$ cat src/rtl/lcd_arbiter.sv
// lcd_arbiter: shares one lcd_controller between three clients with round-robin choice and locked multi-write sequences.
// Latency: lcd_start rises 1 cycle after a request is sampled; req_ack pulses DELAY_CYCLES+1 cycles after lcd_done is taken.
// Backpressure: clients hold req_valid until req_ack, lcd_start holds until lcd_done, and an owner may stall HOLD indefinitely.
module lcd_arbiter #(
  parameter int               CNT_W        = 18,
  parameter logic [CNT_W-1:0] DELAY_CYCLES = 18'h3FFFE
) (
  input  logic        clock,
  input  logic        reset,
  input  logic [2:0]  req_valid,
  input  logic [23:0] req_data,
  input  logic [2:0]  req_rs,
  input  logic [2:0]  req_last,
  output logic [2:0]  req_ack,
  output logic [2:0]  grant,
  output logic        busy,
  output logic [7:0]  lcd_data,
  output logic        lcd_rs,
  output logic        lcd_start,
  input  logic        lcd_done
);

  localparam logic [2:0] IDLE      = 3'd0;
  localparam logic [2:0] WAIT_DONE = 3'd1;
  localparam logic [2:0] DELAY     = 3'd2;
  localparam logic [2:0] ACK       = 3'd3;
  localparam logic [2:0] HOLD      = 3'd4;

  logic [2:0]       state;
  logic [1:0]       ptr;
  logic [1:0]       owner;
  logic [CNT_W-1:0] cnt;
  logic             last_q;

  // Round-robin candidate order derived from the priority pointer.
  logic [1:0] cand0;
  logic [1:0] cand1;
  logic [1:0] cand2;
  logic [1:0] pick;
  logic       pick_vld;
  logic [1:0] ptr_next;

  // Pick the first requesting client starting at ptr; a lone requester always wins.
  always_comb begin
    cand0 = 2'd0;
    cand1 = 2'd1;
    cand2 = 2'd2;
    case (ptr)
      2'd1: begin
        cand0 = 2'd1;
        cand1 = 2'd2;
        cand2 = 2'd0;
      end
      2'd2: begin
        cand0 = 2'd2;
        cand1 = 2'd0;
        cand2 = 2'd1;
      end
      default: begin
        cand0 = 2'd0;
        cand1 = 2'd1;
        cand2 = 2'd2;
      end
    endcase
    pick_vld = |req_valid;
    if (req_valid[cand0]) begin
      pick = cand0;
    end else if (req_valid[cand1]) begin
      pick = cand1;
    end else begin
      pick = cand2;
    end
    ptr_next = (owner == 2'd2) ? 2'd0 : owner + 2'd1;
  end

  // Arbitration state machine; every output is a register updated here.
  always_ff @(posedge clock) begin
    if (reset) begin
      state     <= IDLE;
      ptr       <= 2'd0;
      owner     <= 2'd0;
      cnt       <= '0;
      last_q    <= 1'b0;
      req_ack   <= 3'b000;
      grant     <= 3'b000;
      busy      <= 1'b0;
      lcd_data  <= 8'h00;
      lcd_rs    <= 1'b0;
      lcd_start <= 1'b0;
    end else begin
      req_ack <= 3'b000;
      case (state)
        IDLE: begin
          if (pick_vld) begin
            owner     <= pick;
            grant     <= 3'b001 << pick;
            lcd_data  <= req_data[{pick, 3'b000} +: 8];
            lcd_rs    <= req_rs[pick];
            last_q    <= req_last[pick];
            lcd_start <= 1'b1;
            busy      <= 1'b1;
            state     <= WAIT_DONE;
          end
        end
        WAIT_DONE: begin
          if (lcd_done) begin
            lcd_start <= 1'b0;
            cnt       <= '0;
            state     <= DELAY;
          end
        end
        DELAY: begin
          // Settle time is DELAY_CYCLES+1 cycles; the compare stops cnt before it can wrap.
          if (cnt == DELAY_CYCLES) begin
            cnt     <= '0;
            req_ack <= grant;
            state   <= ACK;
          end else begin
            cnt <= cnt + CNT_W'(1);
          end
        end
        ACK: begin
          if (last_q) begin
            grant <= 3'b000;
            busy  <= 1'b0;
            ptr   <= ptr_next;
            state <= IDLE;
          end else begin
            state <= HOLD;
          end
        end
        HOLD: begin
          // Only the lock owner is serviced; everyone else waits for the release.
          if (req_valid[owner]) begin
            lcd_data  <= req_data[{owner, 3'b000} +: 8];
            lcd_rs    <= req_rs[owner];
            last_q    <= req_last[owner];
            lcd_start <= 1'b1;
            state     <= WAIT_DONE;
          end
        end
        default: begin
          state     <= IDLE;
          grant     <= 3'b000;
          busy      <= 1'b0;
          lcd_start <= 1'b0;
        end
      endcase
    end
  end

endmodule

$ cat config.mk
export PLATFORM = sky130hd
export DESIGN_NAME = lcd_arbiter
export DESIGN_NICKNAME = d
export VERILOG_FILES = /design/src/rtl/lcd_arbiter.sv
export SDC_FILE = /design/constraint.sdc
export NUM_CORES = 1
export LEC_CHECK = 0
export ABC_AREA = 1
export BUFFER_PORTS_ARGS = -buffer_cell sky130_fd_sc_hd__buf_2
export CAP_MARGIN = 20
export CELL_PAD_IN_SITES_DETAIL_PLACEMENT = 0
export CELL_PAD_IN_SITES_GLOBAL_PLACEMENT = 1
export CORE_MARGIN = 5
export CORE_UTILIZATION = 39
export CTS_BUF_LIST = sky130_fd_sc_hd__clkbuf_8
export DETAILED_ROUTE_END_ITERATION = 6
export PLACE_DENSITY_LB_ADDON = 0.2
export RECOVER_POWER = 100
export SKIP_CTS_REPAIR_TIMING = 1
export SLEW_MARGIN = 10
export SYNTH_ARGS = -nofsm -noshare
export SYNTH_HDL_FRONTEND = slang
export SYNTH_SLANG_ARGS = --single-unit
$ cat constraint.sdc
create_clock -name clock -period 2.54 [get_ports clock]
set_input_delay 0.127 -clock clock [delete_from_list [all_inputs] [get_ports clock]]
set_output_delay 0.127 -clock clock [all_outputs]
set_load 0.05 [all_outputs]
# After elaboration in Yosys (flattened, before gate mapping)
# Index checks and enable logic that the tools add are counted.
[word_totals]
reg_bits = 43
word_cells = 98
output_inout_bits = 17
[classes]
shift = 3
n_mux = 47
n_lt_le_gt_ge = 4
n_eq_ne = 13
n_reduce_logical = 14
bitwise = 4
n_addsub = 2
[ops]
columns = ["cell", "n"]
rows = [
  ["24-bit by 6-bit variable part select with 8-bit output", 2],
  ["18-bit two-way mux", 2],
  ["18-bit one-hot mux with 2 select lines", 1],
  ["3-bit two-way mux", 7],
  ["18-bit by 1-bit adder with 18-bit output, second input constant", 1],
  ["18-bit == test, second input constant", 1],
  ["8-bit two-way mux", 2],
  ["8-bit one-hot mux with 2 select lines", 1],
  ["1-bit two-way mux", 15],
  ["3-bit one-hot mux with 5 select lines", 1],
  ["1-bit binary-select mux with 2-bit select", 7],
  ["2-bit by 3-bit less-than comparator with 1-bit output, second input constant", 4],
  ["2-bit one-hot mux with 2 select lines", 3],
  ["2-bit inequality test, second input constant", 5],
  ["3-bit one-hot mux with 3 select lines", 1],
  ["3-bit OR reduction", 3],
  ["4-bit AND reduction", 2],
  ["3-bit by 2-bit == test with 1-bit output, second input constant", 2],
  ["2-bit two-way mux", 3],
  ["2-bit AND reduction", 3],
  ["3-bit AND reduction", 2],
  ["2-bit == test, second input constant", 2],
  ["1-bit NOT", 4],
  ["1-bit one-hot mux with 2 select lines", 2],
  ["10 further kinds", 11],
]

# Logic depth before layout (Yosys ltp)
[logic_depth]
word_depth = 10
ltp_mapped = 15
ltp_nobuf = 15

# Worst setup path before layout
# No wires, ideal clock.
[synth_path]
path_kind = "register to register"
from = "reg ptr[0]"
to = "reg lcd_data[0]"
n_path_buf = 0
stages_incl_launch_ff = 16
setup_ps = 118
t_arrival_ps = 1739
required_time_ps = 2422
path_slack_ps = 683
cell_sequence = "dfxtp_1 -> inv_1 -> ha_1 -> inv_2 -> nand2_1 -> nand2_1 -> nand2_1 -> o21ai_1 -> nand2_1 -> nand2_1 -> o21ai_4 -> inv_1 -> nand2_1 -> nor2_1 -> nor2_1 -> nor2_1"
[synth_between]
elab_chain_len = 9
word_cells_on_any_way = 14
[synth_lines]
columns = ["item", "line_no", "rtl"]
rows = [
  ["start, declared", "30", "logic [1:0] ptr;"],
  ["start signal, assigned", "126", "ptr <= ptr_next;"],
  ["2-bit == test / 2-bit by 1-bit == test with 1-bit output (equally long branches)", "48", "case (ptr)"],
  ["2-bit one-hot mux with 2 select lines", "48", ""],
  ["1-bit binary-select mux with 2-bit select", "68", "end else if (req_valid[cand1]) begin"],
  ["1-bit two-way mux (not written as such)", "68", ""],
  ["2-bit two-way mux", "68", ""],
  ["2-bit two-way mux (*)", "66", "if (req_valid[cand0]) begin"],
  ["24-bit by 6-bit variable part select with 8-bit output (*)", "97", "lcd_data <= req_data[{pick, 3'b000} +: 8];"],
  ["8-bit two-way mux (*)", "94", "if (pick_vld) begin"],
  ["8-bit one-hot mux with 2 select lines (*)", "92", "case (state)"],
  ["end signal, assigned", "97", ""],
  ["end signal, assigned", "135", "lcd_data <= req_data[{owner, 3'b000} +: 8];"],
  ["end, declared", "17", "output logic [7:0] lcd_data,"],
]
# Mark *: on every way between the ends. The rest lies on a longest branch, timed or not. The select of a mux whose other input is x is not followed.
# A chain may end at the register's enable or synchronous reset.

# Worst setup path after layout
[layout_path]
from = "reg ptr[0]"
to = "reg lcd_data[5]"
# The elaborated chain is that of the path after synthesis.

==> run metrics <==
GRT Util Overall between 10% and 20%; CP dominant cell by count nand2_1; syn_nets about 420; Die Y approximately 90 um; Post-synth top cells nand2_1, nor2_1, dfxtp_1, nand3_1, a21oi_1; top routing layer in use met4; Starting DRT DRC Count 86; worst path required time around 2.7 ns; Initial Utilization about 40%; ANT nets after route 0; Worst-path clk slew 0.08 ns; placer congestion estimate around 0.85; dpl hpwl a little under 5000 um; drt pass-1 iters 4; total negative setup slack 0 ns; largest area contributor in the netlist dfxtp_1; CTS Buffer Depth 2; Root Driver clkbuf_8; Nets 475; Routed WL per cell ~12 um; gr ovfl total 0; worst clock skew 0.0103 ns; CP bufs+invs 2; FILL cells 707; Max-Cap Viols 0; Post-synth EDFFs 0; WL met1 around 3000 um; f_max roughly 460 MHz; final WL ~6300 um; crit path cell chain inv_1 -> ha_1 -> inv_1 -> nand2_1 -> nand2_1 -> nand2_1 -> nand3_1 -> nand3_2 -> nand3_1 -> nand2_1 -> nand3_1 -> nand2_1 -> nor2_1 -> nor2_1; vias in the first global route approximately 2.5k; Final Setup Violations 0; drt drc 0; CTS tree done; relative slew slack around three fifths; CP Capture Type register; static leakage ~1.3 nW; Antenna Cells 0; Yosys top cell area share about a third; clock period minus final worst setup slack between 2 and 2.5 ns; Layout area overhead 14.9%; crit path DAT roughly 2.4 ns; post-route insts no fill 512; crit path launch type register; synthesized instance count between 300 and 400; vias per cell around 5; Synth Cell Area between 2000 and 3000 um^2; met2 wire length 3040 um; layout cells sized above 1 around 13%; async set-reset flop share out of synthesis 0%; worst skew pair latency ~0.29 ns; final hold violation count 0; Worst-Margin Slew 0.615 ns; crit-path leading delay family simple AND/OR/NAND/NOR gates; RSZ-0062 raised after global routing false; sequential-to-total area share from yosys stat around 34%; Row Count 29; IO Pins 53; slowest stage delay, CP between 0.3 and 0.4 ns; post-synthesis register bit count 43; syn avg cell area between 6 and 7 um^2; critical path class register to register; Worst Hold Class input port to register; Cell Pwr Density between 700 and 800 nW/um^2; CORE AREA roughly 6300 um^2; number of CTS-inserted buffers 5; count leader, synth nand2_1; max-slew violations 0; Synth cell types 42; Die Span X between 90 and 100 um; ys flop type dfxtp_1; via count approximately 2.6k; period utilization a little under nine tenths; top cells by area, synth dfxtp_1, nand2_1, nand3_1, nor2_1, a21oi_1; outcome finished, final reports clean; DIE AREA roughly 8000 um^2; Port Buf Inserts between 50 and 60; met3 WL post-DR approximately 190 um; Slowest-stage cell, CP dfxtp_1; pin count of the biggest net entering global routing 23; clk sink count 43; H-tree levels 2; placed insts about 500; Peak VDD IR ~270 uV; yosys warns 0; crit path max fanout 9; initial antenna violation count 0; Final Util between 40% and 50%; first-pass GRT wire length roughly 11000 um
power by group:
group / internal [W] / switching, W
logic: 0.000205 / 0.000602
registers: 0.000761 / 0.0000655
clock network: 0.000185 / 0.000228
sequential cells by signal (all words and copies together), names as in the netlist:
signal	flops
state	3
owner	2
lcd_rs	1
cnt	18
lcd_start	1
ptr	2
last_q	1
req_ack	3
lcd_data	8
grant	3
busy	1
metal layers:
metal | GRT usage [%] | vias to the layer above
met4 | 5.58 | 0
met5 | 0 | -
met2 | 27.8 | 39
met1 | 19.1 | 1139
li1 | - | 1370
met3 | 3.33 | 7
worst min-delay path, cell delays in order:
cell and delay [ns]:
buf_2 0.08, nand3_1 0.06, nand2_1 0.06, nor2_1 0.04, nor2_1 0.06
cell usage in the layout (no fill, tap or decap), types with 2 or more instances in the layout:
master,Yosys,routed
nand2_1,82,82
nor2_1,50,51
nand3_1,43,43
dfxtp_1,43,43
inv_1,36,39
a21oi_1,37,37
buf_2,1,35
o21ai_0,20,20
clkbuf_1,3,17
nand3b_1,12,12
nand4_1,6,6
ha_1,5,5
clkbuf_8,0,5
a21o_1,4,4
xor2_1,4,4
inv_2,4,3
nand2_2,3,3
nor3_1,2,2
o22ai_1,2,2
through the flow:
stage	hold WS (ns)	power (W)	area (um^2)	worst slack, ns
floorplan	0.283	0.00146	2520	0.683
global placement	0.434	0.00167	2840	0.442
detailed placement	0.437	0.00166	2840	0.391
CTS	0.157	0.00208	2920	0.380
global route	0.205	0.00221	2900	0.0679
finish	0.161	0.00205	2900	0.372
cell type report:
type,count,area (um^2),area share [%]
Multi-Input combinational cell,291,1470,50.6
Timing Repair Buffer,52,239,8.24
Clock inverter,3,12.5,0.432
Tap cell,77,96.3,3.32
Clock buffer,5,68.8,2.37
Sequential cell,43,861,29.7
Inverter,41,154,5.31
kinds of logic after synthesis:
family | Yosys count | synth area share, %
AND/OR/NAND/NOR | 206 | 37.1
AO/OA/AOI/OAI | 75 | 16.9
buffers and inverters | 48 | 7.63
flip-flops | 43 | 34.1
XOR/XNOR | 5 | 1.74
adder cells (fa/ha/maj) | 5 | 2.48
path summary, 6_finish.rpt:
kind / start / end / slack (ns) / depth (start not counted)
worst max-delay path: ptr[0]$_SDFFE_PP0P_ / lcd_data[5]$_SDFFE_PP0P_ / 0.37 / 14
worst min register to register: grant[0]$_SDFFE_PP0P_ / req_ack[0]$_SDFF_PP0_ / 0.45 / 2
worst max register to register: ptr[0]$_SDFFE_PP0P_ / lcd_data[5]$_SDFFE_PP0P_ / 0.37 / 14
worst min-delay path: req_data[18] / lcd_data[2]$_SDFFE_PP0P_ / 0.16 / 5
No activity file was read; power rests on OpenSTA's default activity.
